===== config.mk =====
export PLATFORM = sky130hd
export DESIGN_NAME = bus_byte_master
export DESIGN_NICKNAME = d
export VERILOG_FILES = /design/src/rtl/bus_bridge_pkg.sv /design/src/rtl/bus_timeout_ctr.sv /design/src/rtl/bus_byte_master.sv
export SDC_FILE = /design/constraint.sdc
export NUM_CORES = 1
export LEC_CHECK = 0
export CORE_ASPECT_RATIO = 1.75
export CORE_MARGIN = 2
export CORE_UTILIZATION = 50
export DETAILED_ROUTE_END_ITERATION = 8
export PLACE_DENSITY = 0.77
export SETUP_SLACK_MARGIN = 0.2
export SKIP_CTS_REPAIR_TIMING = 1
export SLEW_MARGIN = 20
export SYNTH_ARGS = -nofsm -noshare
export SYNTH_HDL_FRONTEND = slang
export SYNTH_HIERARCHICAL = 1
export SYNTH_SLANG_ARGS = --single-unit

===== constraint.sdc =====
create_clock -name i_Bus_Clk -period 5 [get_ports i_Bus_Clk]
set_input_delay 0.75 -clock i_Bus_Clk [delete_from_list [all_inputs] [get_ports i_Bus_Clk]]
set_output_delay 0.75 -clock i_Bus_Clk [all_outputs]
set_load 0.01 [all_outputs]

===== src/rtl/bus_bridge_pkg.sv =====
// Shared constants and state encoding for the byte-stream to register-bus bridge.
// Imported by bus_byte_master and its testbench.
package bus_bridge_pkg;

  localparam logic [7:0] CMD_WR  = 8'h57;
  localparam logic [7:0] CMD_RD  = 8'h52;
  localparam logic [7:0] STS_ACK = 8'h06;
  localparam logic [7:0] STS_NAK = 8'h15;

  typedef enum logic [2:0] {
    ST_IDLE    = 3'd0,
    ST_ADDR    = 3'd1,
    ST_WDH     = 3'd2,
    ST_WDL     = 3'd3,
    ST_BUS_WR  = 3'd4,
    ST_BUS_RD  = 3'd5,
    ST_RD_WAIT = 3'd6,
    ST_TX      = 3'd7
  } state_t;

  // States in which the frame is still being received and the RX idle timer runs.
  function automatic logic is_rx_state(input state_t s);
    return (s == ST_ADDR) || (s == ST_WDH) || (s == ST_WDL);
  endfunction

endpackage


===== src/rtl/bus_timeout_ctr.sv =====
// Saturating cycle counter: expired pulses on the MAX-th consecutive enabled cycle
// since the last clear, and stays high while enabled and not cleared.
module bus_timeout_ctr #(
  parameter int MAX = 16
) (
  input  logic i_Bus_Clk,
  input  logic i_Bus_Rst_L,
  input  logic clr,
  input  logic en,
  output logic expired
);

  localparam int W = (MAX > 1) ? $clog2(MAX) : 1;
  localparam logic [W-1:0] TERM = W'(MAX - 1);

  logic [W-1:0] count_reg;

  always_ff @(posedge i_Bus_Clk or negedge i_Bus_Rst_L) begin
    if (!i_Bus_Rst_L) begin
      count_reg <= '0;
    end else if (clr) begin
      count_reg <= '0;
    end else if (en && (count_reg != TERM)) begin
      count_reg <= count_reg + 1'b1;
    end
  end

  // A clear in the terminal cycle (new RX byte) beats the timeout.
  assign expired = en && !clr && (count_reg == TERM);

endmodule


===== src/rtl/bus_byte_master.sv =====
// Byte-stream bus master: decodes 'W'/'R' frames from the UART receiver into
// single-beat register-bus transactions and queues ACK/NAK/read data for the transmitter.
module bus_byte_master
  import bus_bridge_pkg::*;
#(
  parameter int RX_TIMEOUT = 10000,
  parameter int RD_TIMEOUT = 16
) (
  input  logic        i_Bus_Clk,
  input  logic        i_Bus_Rst_L,
  input  logic        i_Rx_DV,
  input  logic [7:0]  i_Rx_Byte,
  output logic        o_Tx_DV,
  output logic [7:0]  o_Tx_Byte,
  input  logic        i_Tx_Ready,
  output logic        o_Bus_CS,
  output logic        o_Bus_Wr_Rd_n,
  output logic [7:0]  o_Bus_Addr,
  output logic [15:0] o_Bus_Wr_Data,
  input  logic [15:0] i_Bus_Rd_Data,
  input  logic        i_Bus_Rd_DV,
  output logic        o_Busy
);

  state_t      state_reg, state_next;
  logic        wr_flag_reg, wr_flag_next;
  logic [7:0]  addr_reg, addr_next;
  logic [15:0] wr_data_reg, wr_data_next;
  logic [7:0]  q_reg [3];
  logic [7:0]  q_next [3];
  logic [1:0]  q_cnt_reg, q_cnt_next;
  logic [1:0]  q_idx_reg, q_idx_next;
  logic [7:0]  q_head;

  logic in_frame;
  logic in_rd_wait;
  logic rx_expired;
  logic rd_expired;

  assign in_frame   = is_rx_state(state_reg);
  assign in_rd_wait = (state_reg == ST_RD_WAIT);

  bus_timeout_ctr #(.MAX(RX_TIMEOUT)) u_rx_idle (
    .i_Bus_Clk   (i_Bus_Clk),
    .i_Bus_Rst_L (i_Bus_Rst_L),
    .clr         (i_Rx_DV || !in_frame),
    .en          (in_frame),
    .expired     (rx_expired)
  );

  bus_timeout_ctr #(.MAX(RD_TIMEOUT)) u_rd_wait (
    .i_Bus_Clk   (i_Bus_Clk),
    .i_Bus_Rst_L (i_Bus_Rst_L),
    .clr         (!in_rd_wait),
    .en          (in_rd_wait),
    .expired     (rd_expired)
  );

  always_ff @(posedge i_Bus_Clk or negedge i_Bus_Rst_L) begin
    if (!i_Bus_Rst_L) begin
      state_reg   <= ST_IDLE;
      wr_flag_reg <= 1'b0;
      addr_reg    <= '0;
      wr_data_reg <= '0;
      q_cnt_reg   <= '0;
      q_idx_reg   <= '0;
    end else begin
      state_reg   <= state_next;
      wr_flag_reg <= wr_flag_next;
      addr_reg    <= addr_next;
      wr_data_reg <= wr_data_next;
      q_cnt_reg   <= q_cnt_next;
      q_idx_reg   <= q_idx_next;
    end
  end

  genvar gi;
  generate
    for (gi = 0; gi < 3; gi++) begin : g_q
      always_ff @(posedge i_Bus_Clk or negedge i_Bus_Rst_L) begin
        if (!i_Bus_Rst_L) begin
          q_reg[gi] <= '0;
        end else begin
          q_reg[gi] <= q_next[gi];
        end
      end
    end
  endgenerate

  always_comb begin
    state_next   = state_reg;
    wr_flag_next = wr_flag_reg;
    addr_next    = addr_reg;
    wr_data_next = wr_data_reg;
    q_cnt_next   = q_cnt_reg;
    q_idx_next   = q_idx_reg;
    for (int i = 0; i < 3; i++) begin
      q_next[i] = q_reg[i];
    end

    unique case (state_reg)
      ST_IDLE: begin
        if (i_Rx_DV && (i_Rx_Byte == CMD_WR)) begin
          wr_flag_next = 1'b1;
          state_next   = ST_ADDR;
        end else if (i_Rx_DV && (i_Rx_Byte == CMD_RD)) begin
          wr_flag_next = 1'b0;
          state_next   = ST_ADDR;
        end
      end
      ST_ADDR: begin
        if (i_Rx_DV) begin
          addr_next  = i_Rx_Byte;
          state_next = wr_flag_reg ? ST_WDH : ST_BUS_RD;
        end else if (rx_expired) begin
          state_next = ST_IDLE;
        end
      end
      ST_WDH: begin
        if (i_Rx_DV) begin
          wr_data_next[15:8] = i_Rx_Byte;
          state_next         = ST_WDL;
        end else if (rx_expired) begin
          state_next = ST_IDLE;
        end
      end
      ST_WDL: begin
        if (i_Rx_DV) begin
          wr_data_next[7:0] = i_Rx_Byte;
          state_next        = ST_BUS_WR;
        end else if (rx_expired) begin
          state_next = ST_IDLE;
        end
      end
      ST_BUS_WR: begin
        q_next[0]  = STS_ACK;
        q_cnt_next = 2'd1;
        q_idx_next = 2'd0;
        state_next = ST_TX;
      end
      ST_BUS_RD: begin
        state_next = ST_RD_WAIT;
      end
      ST_RD_WAIT: begin
        if (i_Bus_Rd_DV) begin
          q_next[0]  = STS_ACK;
          q_next[1]  = i_Bus_Rd_Data[15:8];
          q_next[2]  = i_Bus_Rd_Data[7:0];
          q_cnt_next = 2'd3;
          q_idx_next = 2'd0;
          state_next = ST_TX;
        end else if (rd_expired) begin
          q_next[0]  = STS_NAK;
          q_cnt_next = 2'd1;
          q_idx_next = 2'd0;
          state_next = ST_TX;
        end
      end
      ST_TX: begin
        if (i_Tx_Ready) begin
          if (q_idx_reg == (q_cnt_reg - 2'd1)) begin
            q_cnt_next = 2'd0;
            q_idx_next = 2'd0;
            state_next = ST_IDLE;
          end else begin
            q_idx_next = q_idx_reg + 2'd1;
          end
        end
      end
      default: state_next = ST_IDLE;
    endcase
  end

  always_comb begin
    q_head = 8'h00;
    case (q_idx_reg)
      2'd0:    q_head = q_reg[0];
      2'd1:    q_head = q_reg[1];
      2'd2:    q_head = q_reg[2];
      default: q_head = 8'h00;
    endcase
  end

  assign o_Tx_DV       = (state_reg == ST_TX);
  assign o_Tx_Byte     = o_Tx_DV ? q_head : 8'h00;
  assign o_Bus_CS      = (state_reg == ST_BUS_WR) || (state_reg == ST_BUS_RD);
  assign o_Bus_Wr_Rd_n = (state_reg == ST_BUS_WR);
  assign o_Bus_Addr    = addr_reg;
  assign o_Bus_Wr_Data = wr_data_reg;
  assign o_Busy        = (state_reg != ST_IDLE);

endmodule


==> impl_metrics.ini, run 1 <==
[sta]
finalSetupViolCount = 0
whs_ps = 491.5
rsz0062_at_grt = no
tns_ps = 0
final_hold_viol_count = 0
tightest_slew_ps = 839.0
slew_headroom_pct = 44.07
drv_slew = 0
max_freq_ghz = 0.3236
fin_crit_sh_pct = 61.80
skew_ps = 4.072
period_minus_slack_ps = 3090

[finish]
seq_area_mm2 = 0.001727
drive_above_1_share_pct = 20.22
instances_no_fill = 443
final_area_mm2 = 0.004405
area_growth_pct = 29.88
fillers = 502
multi_input_area_mm2 = 0.001564
n_antenna_cell = 0
final_nets = 392
largest_reg_flops = 19

[synthesis]
synth_cells = 290
ys_ff_latch = 69
synth_top_cell_by_area = dfrtp_1
synthArstFlopShare_pct = 100.0
synth_nets = 326
synth_warnings = 6
synthTopCellsByArea = dfrtp_1 51%, mux2_2 10%, mux2_4 4.4%
ys_seq_area_share_pct = 50.90
synth_edf_count = 0
synth.avg_cell_area_um2 = 11.70
synth.cell_area_mm2 = 0.003392
yosys.area.top_type_share_pct = 50.90
synth_cell_types = 53
synth_ff_type = dfrtp_1

[pwr]
vdd.ir_drop.worst_mv = 0.3711
total_power_mw = 2.463
powerDensity_mw_per_mm2 = 559.0
p_leak_nw = 1.807

[setup_path]
r2r_setup_slack_ps = 2330
r2r_end = q_idx_reg[0]$_DFFE_PN0P_
reg2reg_from = state_reg[1]$_DFFE_PN0P_
start_kind = register
reg2reg_depth = 8
crit_path_start = state_reg[0]$_DFFE_PN0P_
critical_path_required_ps = 4250
worst-setup-path-type = reg2out
worstPathMaxFanout = 15
end_kind = primary output
critPathArrivalTime_ps = 2340

[route]
drtAntennaViolNets = 0
routed_wl_um = 7039
drc_errors = 0
via_count = 2455
first_pass_iters = 6
routedWlPerCell_um = 15.89
drt_iter0_drc = 120
vias_per_cell = 5.542

[placed_design]
dpl.cell_count = 427
gp_congestion = 0.7915
dp_hpwl_um = 4952
place_area_mm2 = 0.004080
io_buffers = 64

[grt]
grt_pass1_wl_um = 11950
antenna_found_initial = 0
gr-total-overflow = 0
grt_pass1_vias = 2584
grt_max_degree = 70
grt_use_total_pct = 20.92

[hold_path]
hold_path_depth = 1
hold_path.class = reg2reg
worstHoldStart = q_reg[18]$_DFFE_PN0P_
hold_end = q_reg[18]$_DFFE_PN0P_

[clock_network]
path_clk_slew_ps = 50
numCtsBuffers = 9
h-tree-depth = 3
clock_latency_ps = 330
cts_max_path_buffers = 2
tritoncts = built
cts_sinks = 69
cts_root_buf = clkbuf_16

[floorplan]
die_x_um = 66.26
die_h_um = 113.0
num_io_pins = 65
start_util_pct = 51.88
std_cell_rows = 39
dieArea_mm2 = 0.007485
core-area_mm2 = 0.006539

[run_status]
status = finished clean

[run]
maxCapViolCount = 0
where the power goes:
group | switching [mW] | internal [mW]
clock network | 0.233 | 0.448
registers | 0.141 | 0.751
logic | 0.378 | 0.511
area by class of cell:
| type | instances | share of cell area, % |
|---|---|---|
| sequential | 69 | 39.19 |
| multi-input combinational | 200 | 35.50 |
| timing repair buffer | 65 | 14.60 |
| clock buffer | 10 | 5.425 |
| tap | 82 | 2.329 |
| clock inverter | 6 | 1.960 |
| inverter | 11 | 0.9940 |
cell usage after synthesis, types with 6 or more instances:
| cell type | count |
|---|---|
| xnor2_1 | 8 |
| inv_1 | 9 |
| nand2b_1 | 6 |
| nand3_1 | 6 |
| a21oi_1 | 11 |
| o21ai_0 | 13 |
| ha_1 | 7 |
| dfrtp_1 | 69 |
| nor2_1 | 27 |
| mux2_2 | 31 |
| nor3_1 | 6 |
| mux2_4 | 10 |
| nand2_1 | 10 |
| nand4_1 | 7 |
cell usage in the layout (no fill, tap or decap), drive strengths merged, types with 3 or more instances in the layout:
cell / instances
a21oi: 11
a222oi: 4
a22oi: 4
a31oi: 3
clkbuf: 10
clkdlybuf4s50: 63
clkinv: 3
dfrtp: 69
ha: 7
inv: 11
mux2: 41
mux2i: 4
nand2: 11
nand2b: 6
nand3: 6
nand4: 7
nor2: 27
nor2b: 5
nor3: 7
nor3b: 4
nor4: 6
o21ai: 13
or3: 6
xnor2: 8
per-layer routing:
layer	vias to the layer above	track usage [%]	part of all wire, %
met5	-	0	0
met4	0	10.61	2.4
met3	12	4.771	4.5
met2	52	36.20	54
met1	1215	23.43	39
li1	1176	-	-
through the flow:
stage          setup slack, ps  utilization (%)
6_report                  1910            67.37
5_1_grt                   1815            67.37
4_1_cts                   1902            67.37
3_5_place_dp              1972            62.40
3_3_place_gp              2054            62.40
2_1_floorplan             2931                -
worst max-delay path, cell delays in order, from the launching register on:
cell and delay (ps):
dfrtp_1 620, and3_1 360, nand2b_1 250, nor2_1 210, clkdlybuf4s50_1 560
worst max-delay path by stage:
| stage | to | slack, ps | depth (start not counted) |
|---|---|---|---|
| CTS | o_Tx_Byte[1] | 1900 | 4 |
| global route | o_Tx_Byte[1] | 1820 | 4 |
| detailed placement | state_reg[0]$_DFFE_PN0P_ | 1970 | 7 |
| finish | o_Tx_Byte[1] | 1910 | 4 |
| floorplan | state_reg[0]$_DFFE_PN0P_ | 2930 | 7 |
| global placement | state_reg[0]$_DFFE_PN0P_ | 2050 | 7 |
cells by family after synthesis:
family | count (synthesis) | synth area share [%]
flops | 69 | 50.90
mux | 45 | 15.90
xor+xnor | 9 | 2.324
compound gates | 42 | 8.521
buf+inv | 21 | 2.988
simple gates | 97 | 16.78
fa+ha+maj | 7 | 2.582
Power figures use the tool's default switching activity.
==> run 2, diff against run 1 <==
==> constraint.sdc (replaced) <==
create_clock -name i_Bus_Clk -period 3.2 [get_ports i_Bus_Clk]
set_input_delay 0.48 -clock i_Bus_Clk [delete_from_list [all_inputs] [get_ports i_Bus_Clk]]
set_output_delay 0.48 -clock i_Bus_Clk [all_outputs]
set_load 0.01 [all_outputs]
==> impl_metrics.ini, run 2 (same netlist as run 1, synthesis figures left out) <==
[clock_network]
clock_latency_ps = 330
path_clk_slew_ps = 50
tritoncts = built
h-tree-depth = 3
cts_sinks = 69
cts_max_path_buffers = 2
numCtsBuffers = 9
cts_root_buf = clkbuf_16

[pwr]
powerDensity_mw_per_mm2 = 851.9
netSwitchingFraction_pct = 31.02
switchingPower_mw = 1.156
pwr-share-seq_pct = 37.4
comb_power_share_pct = 37.3
vdd.ir_drop.worst_mv = 0.6607
total_power_mw = 3.728
internal-power_mw = 2.572
p_leak_nw = 1.795
power_frac_clock_pct = 25.2

[floorplan]
dieArea_mm2 = 0.007485
core-area_mm2 = 0.006539
std_cell_rows = 39
num_io_pins = 65
die_h_um = 113.0
die_x_um = 66.26
start_util_pct = 51.88

[setup_path]
end_kind = primary output
start_kind = register
cp_cell_sequence = and3_1, nand2b_1, nor2_1, clkdlybuf4s50_1
critical_path_required_ps = 2720
reg2reg_from = state_reg[2]$_DFFE_PN0P_
crit_slowest_cell = dfrtp_1
critPathArrivalTime_ps = 2250
worstPathMaxFanout = 15
worst-setup-path-type = reg2out
crit_path_start = state_reg[0]$_DFFE_PN0P_
slowest_delay_ps = 600

[sta]
slew_headroom_pct = 52.21
drv_slew = 0
period_minus_slack_ps = 2729
tns_ps = 0
skew_ps = 3.829
fin_crit_sh_pct = 85.27
setup_ws_ps = 471.5
tightest_slew_ps = 713.0
final_hold_viol_count = 0
max_freq_ghz = 0.3665
rsz0062_at_grt = no
finalSetupViolCount = 0

[grt]
grt_pass1_wl_um = 12050
antenna_found_initial = 0
grt_max_degree = 30
grt_pass1_vias = 2503
gr-total-overflow = 0
grt_use_total_pct = 21.05

[route]
routed_wl_um = 7292
drt_iter0_drc = 163
vias_per_cell = 5.608
routedWlPerCell_um = 16.42
drc_errors = 0
drtAntennaViolNets = 0
via_count = 2490
first_pass_iters = 7

[placed_design]
dp_hpwl_um = 5146
io_buffers = 64
dpl.cell_count = 429
place_ws_ps = 708.6
gp_congestion = 0.8167

[finish]
drive_above_1_share_pct = 20.17
fillers = 530
multi_input_area_mm2 = 0.001564
utilization_pct = 66.93
final_nets = 394
instances_no_fill = 444
seq_area_mm2 = 0.001727
layout_commonest_cell = dfrtp_1
layout_common_cells = 69 x dfrtp_1, 63 x clkdlybuf4s50_1, 31 x mux2_2, 27 x nor2_1, 13 x o21ai_0
area_growth_pct = 29.03
largest_reg_flops = 19
n_antenna_cell = 0

[run]
maxCapViolCount = 0

[run_status]
status = finished clean

[hold_path]
hold_path.class = in2async
[run 2: path summary, 6_finish.rpt]
path                                                end  slack, ps  depth (start not counted)
setup / recovery                           o_Tx_Byte[3]        470                          4
hold / removal                     q_reg[4]$_DFFE_PN0N_        170                          1
setup reg to reg               q_idx_reg[0]$_DFFE_PN0P_        700                          7
hold reg to reg                   q_reg[18]$_DFFE_PN0P_        480                          1
max in group asynchronous  o_Bus_Wr_Data[1]$_DFFE_PN0P_       2280                          2
min in group i_Bus_Clk            q_reg[18]$_DFFE_PN0P_        480                          1
[run 2: cell type report]
| type | instances | share of cell area [%] |
|---|---|---|
| flip-flops and latches | 69 | 39.45 |
| multi-input cells | 200 | 35.73 |
| repair buffers | 67 | 15.04 |
| clock buffers | 10 | 5.232 |
| well taps | 82 | 2.344 |
| clock inverters | 5 | 1.201 |
| inverters | 11 | 1.001 |
[run 2: per-stage QoR]
stage	hold slack (ps)	cell area, µm²
after floorplan	184.4	3392
after global placement	457.1	4095
after detailed placement	467.0	4095
after CTS	184.1	4377
after global routing	218.7	4377
final	166.0	4377
[run 2: power by group through the flow]
stage / Combinational [mW] / Clock [mW] / Sequential (mW)
6_report: 1.39 / 0.941 / 1.40
5_1_grt: 1.51 / 0.993 / 1.43
4_1_cts: 1.41 / 0.963 / 1.39
3_5_place_dp: 1.40 / 0 / 1.40
3_3_place_gp: 1.37 / 0 / 1.39
2_1_floorplan: 0.812 / 0 / 1.40
[run 2: per-layer routing]
metal  track usage (%)  routed length, µm  vias to the layer above
li1                  -                  -                     1186
met3             6.163                362                       10
met2             36.67               3896                       63
met4             8.163                111                        0
met1             23.60               2921                     1231
met5                 0                  0                        -
[run 2: worst max-delay path, delay by kind of cell (launching register included)]
family                 cells  cell delay, ps
buffers and inverters      1             540
DFF                        1             600
and+or+nand+nor            3             780
==> run 3, diff against run 2 <==
--- a/config.mk
+++ b/config.mk
@@ -5,11 +5,14 @@
 export SDC_FILE = /design/constraint.sdc
 export NUM_CORES = 1
 export LEC_CHECK = 0
+export CAP_MARGIN = 20
 export CORE_ASPECT_RATIO = 1.75
 export CORE_MARGIN = 2
 export CORE_UTILIZATION = 50
 export DETAILED_ROUTE_END_ITERATION = 8
+export GPL_ROUTABILITY_DRIVEN = 0
 export PLACE_DENSITY = 0.77
+export RECOVER_POWER = 100
 export SETUP_SLACK_MARGIN = 0.2
 export SKIP_CTS_REPAIR_TIMING = 1
 export SLEW_MARGIN = 20
==> impl_metrics.ini, run 3 (same netlist as run 1, synthesis figures left out) <==
[sta]
setup_ws_ps = 451.8
whs_ps = 481.2
slew_headroom_pct = -0.9392
tns_ps = 0
tightest_slew_ps = 1514
rsz0062_at_grt = no
skew_ps = 5.632
fin_crit_sh_pct = 85.88
final_hold_viol_count = 0
drv_slew = 30
finalSetupViolCount = 0
period_minus_slack_ps = 2748
max_freq_ghz = 0.3639

[finish]
instances_no_fill = 444
layout_common_cells = 69 x dfrtp_1, 38 x dlygate4sd3_1, 28 x mux2_2, 27 x nor2_1, 25 x clkdlybuf4s50_1
area_growth_pct = 26.19
layout_commonest_cell = dfrtp_1
n_antenna_cell = 0
final_nets = 394
largest_reg_flops = 19
drive_above_1_share_pct = 13.54
final_area_mm2 = 0.004280

[clock_network]
numCtsBuffers = 9
path_clk_slew_ps = 50
h-tree-depth = 3
cts_max_path_buffers = 2
clock_latency_ps = 330
cts_root_buf = clkbuf_16
cts_sinks = 69
tritoncts = built

[hold_path]
hold_path.class = reg2reg

[run_status]
status = finished, violations left
failed_checks = max-capacitance violations, max-slew violations

[route]
routedWlPerCell_um = 16.23
routed_wl_um = 7207
first_pass_iters = 4
drt_iter0_drc = 159
via_count = 2506
vias_per_cell = 5.644
drc_errors = 0
drtAntennaViolNets = 0

[grt]
grt_max_degree = 30
grt_use_total_pct = 21.05
antenna_found_initial = 0
grt_pass1_vias = 2503
grt_pass1_wl_um = 12050
gr-total-overflow = 0

[setup_path]
critical_path_required_ps = 2720
end_kind = primary output
worstPathMaxFanout = 15
worst-setup-path-type = reg2out
critPathArrivalTime_ps = 2270
start_kind = register

[placed_design]
dpl.cell_count = 429
place_area_mm2 = 0.004095
io_buffers = 64
place_ws_ps = 708.6
dp_hpwl_um = 5146

[floorplan]
std_cell_rows = 39
start_util_pct = 51.88
core-area_mm2 = 0.006539
die_x_um = 66.26
die_h_um = 113.0
num_io_pins = 65
dieArea_mm2 = 0.007485

[pwr]
powerDensity_mw_per_mm2 = 828.3
vdd.ir_drop.worst_mv = 0.6347
p_leak_nw = 1.778

[run]
maxCapViolCount = 1
[run 3: changes by cell type in the layout (fill, tap and decap cells not counted), moves of 3 or more]
| cell | previous run | this run |
|---|---|---|
| clkbuf_1 | 1 | 4 |
| clkdlybuf4s50_1 | 63 | 25 |
| dlygate4sd3_1 | 0 | 38 |
| mux2_1 | 0 | 12 |
| mux2_2 | 31 | 28 |
| mux2_4 | 10 | 1 |
[run 3: layer usage]
layer	GRT usage, %	up-vias	part of all wire (%)
li1	-	1184	-
met1	23.60	1246	40
met2	36.67	64	54
met3	6.163	12	4.8
met4	8.163	0	1.6
met5	0	-	0
[run 3: worst max-delay path, stage by stage (launching register included)]
cell and delay, ps:
dfrtp_1 590, and3_1 330, nand2b_1 240, nor2_1 170, dlygate4sd3_1 610
[run 3: path summary, 6_finish.rpt]
check / startpoint / to / slack, ps / cells past startpoint
max: state_reg[0]$_DFFE_PN0P_ / o_Tx_Byte[3] / 450 / 4
min: q_reg[18]$_DFFE_PN0P_ / q_reg[18]$_DFFE_PN0P_ / 480 / 1
max reg2reg: state_reg[2]$_DFFE_PN0P_ / q_idx_reg[0]$_DFFE_PN0P_ / 810 / 7
min reg2reg: q_reg[18]$_DFFE_PN0P_ / q_reg[18]$_DFFE_PN0P_ / 480 / 1
max in group asynchronous: i_Bus_Rst_L / o_Bus_Wr_Data[1]$_DFFE_PN0P_ / 830 / 2
min in group asynchronous: i_Bus_Rst_L / q_reg[4]$_DFFE_PN0N_ / 510 / 1
[run 3: power by group]
group / total [mW] / internal [mW] / switching (mW)
clock network: 0.941 / 0.594 / 0.347
logic: 1.22 / 0.659 / 0.565
registers: 1.38 / 1.17 / 0.207
total: 3.55 / 2.43 / 1.12
[run 3: layout make-up]
cell class	instances	area [µm²]
fill	554	2258
inverter	11	43.79
clock inverter	5	52.55
sequential	69	1727
multi-input combinational	200	1476
tap	82	102.6
timing repair buffer	67	649.4
clock buffer	10	229.0
[run 3: metrics by stage]
step                utilization, %  power, mW
detailed placement           62.63      2.805
finish                       65.46      3.546
floorplan                        -      2.214
global placement             62.63      2.762
global route                 65.46      3.759
CTS                          66.93      3.770
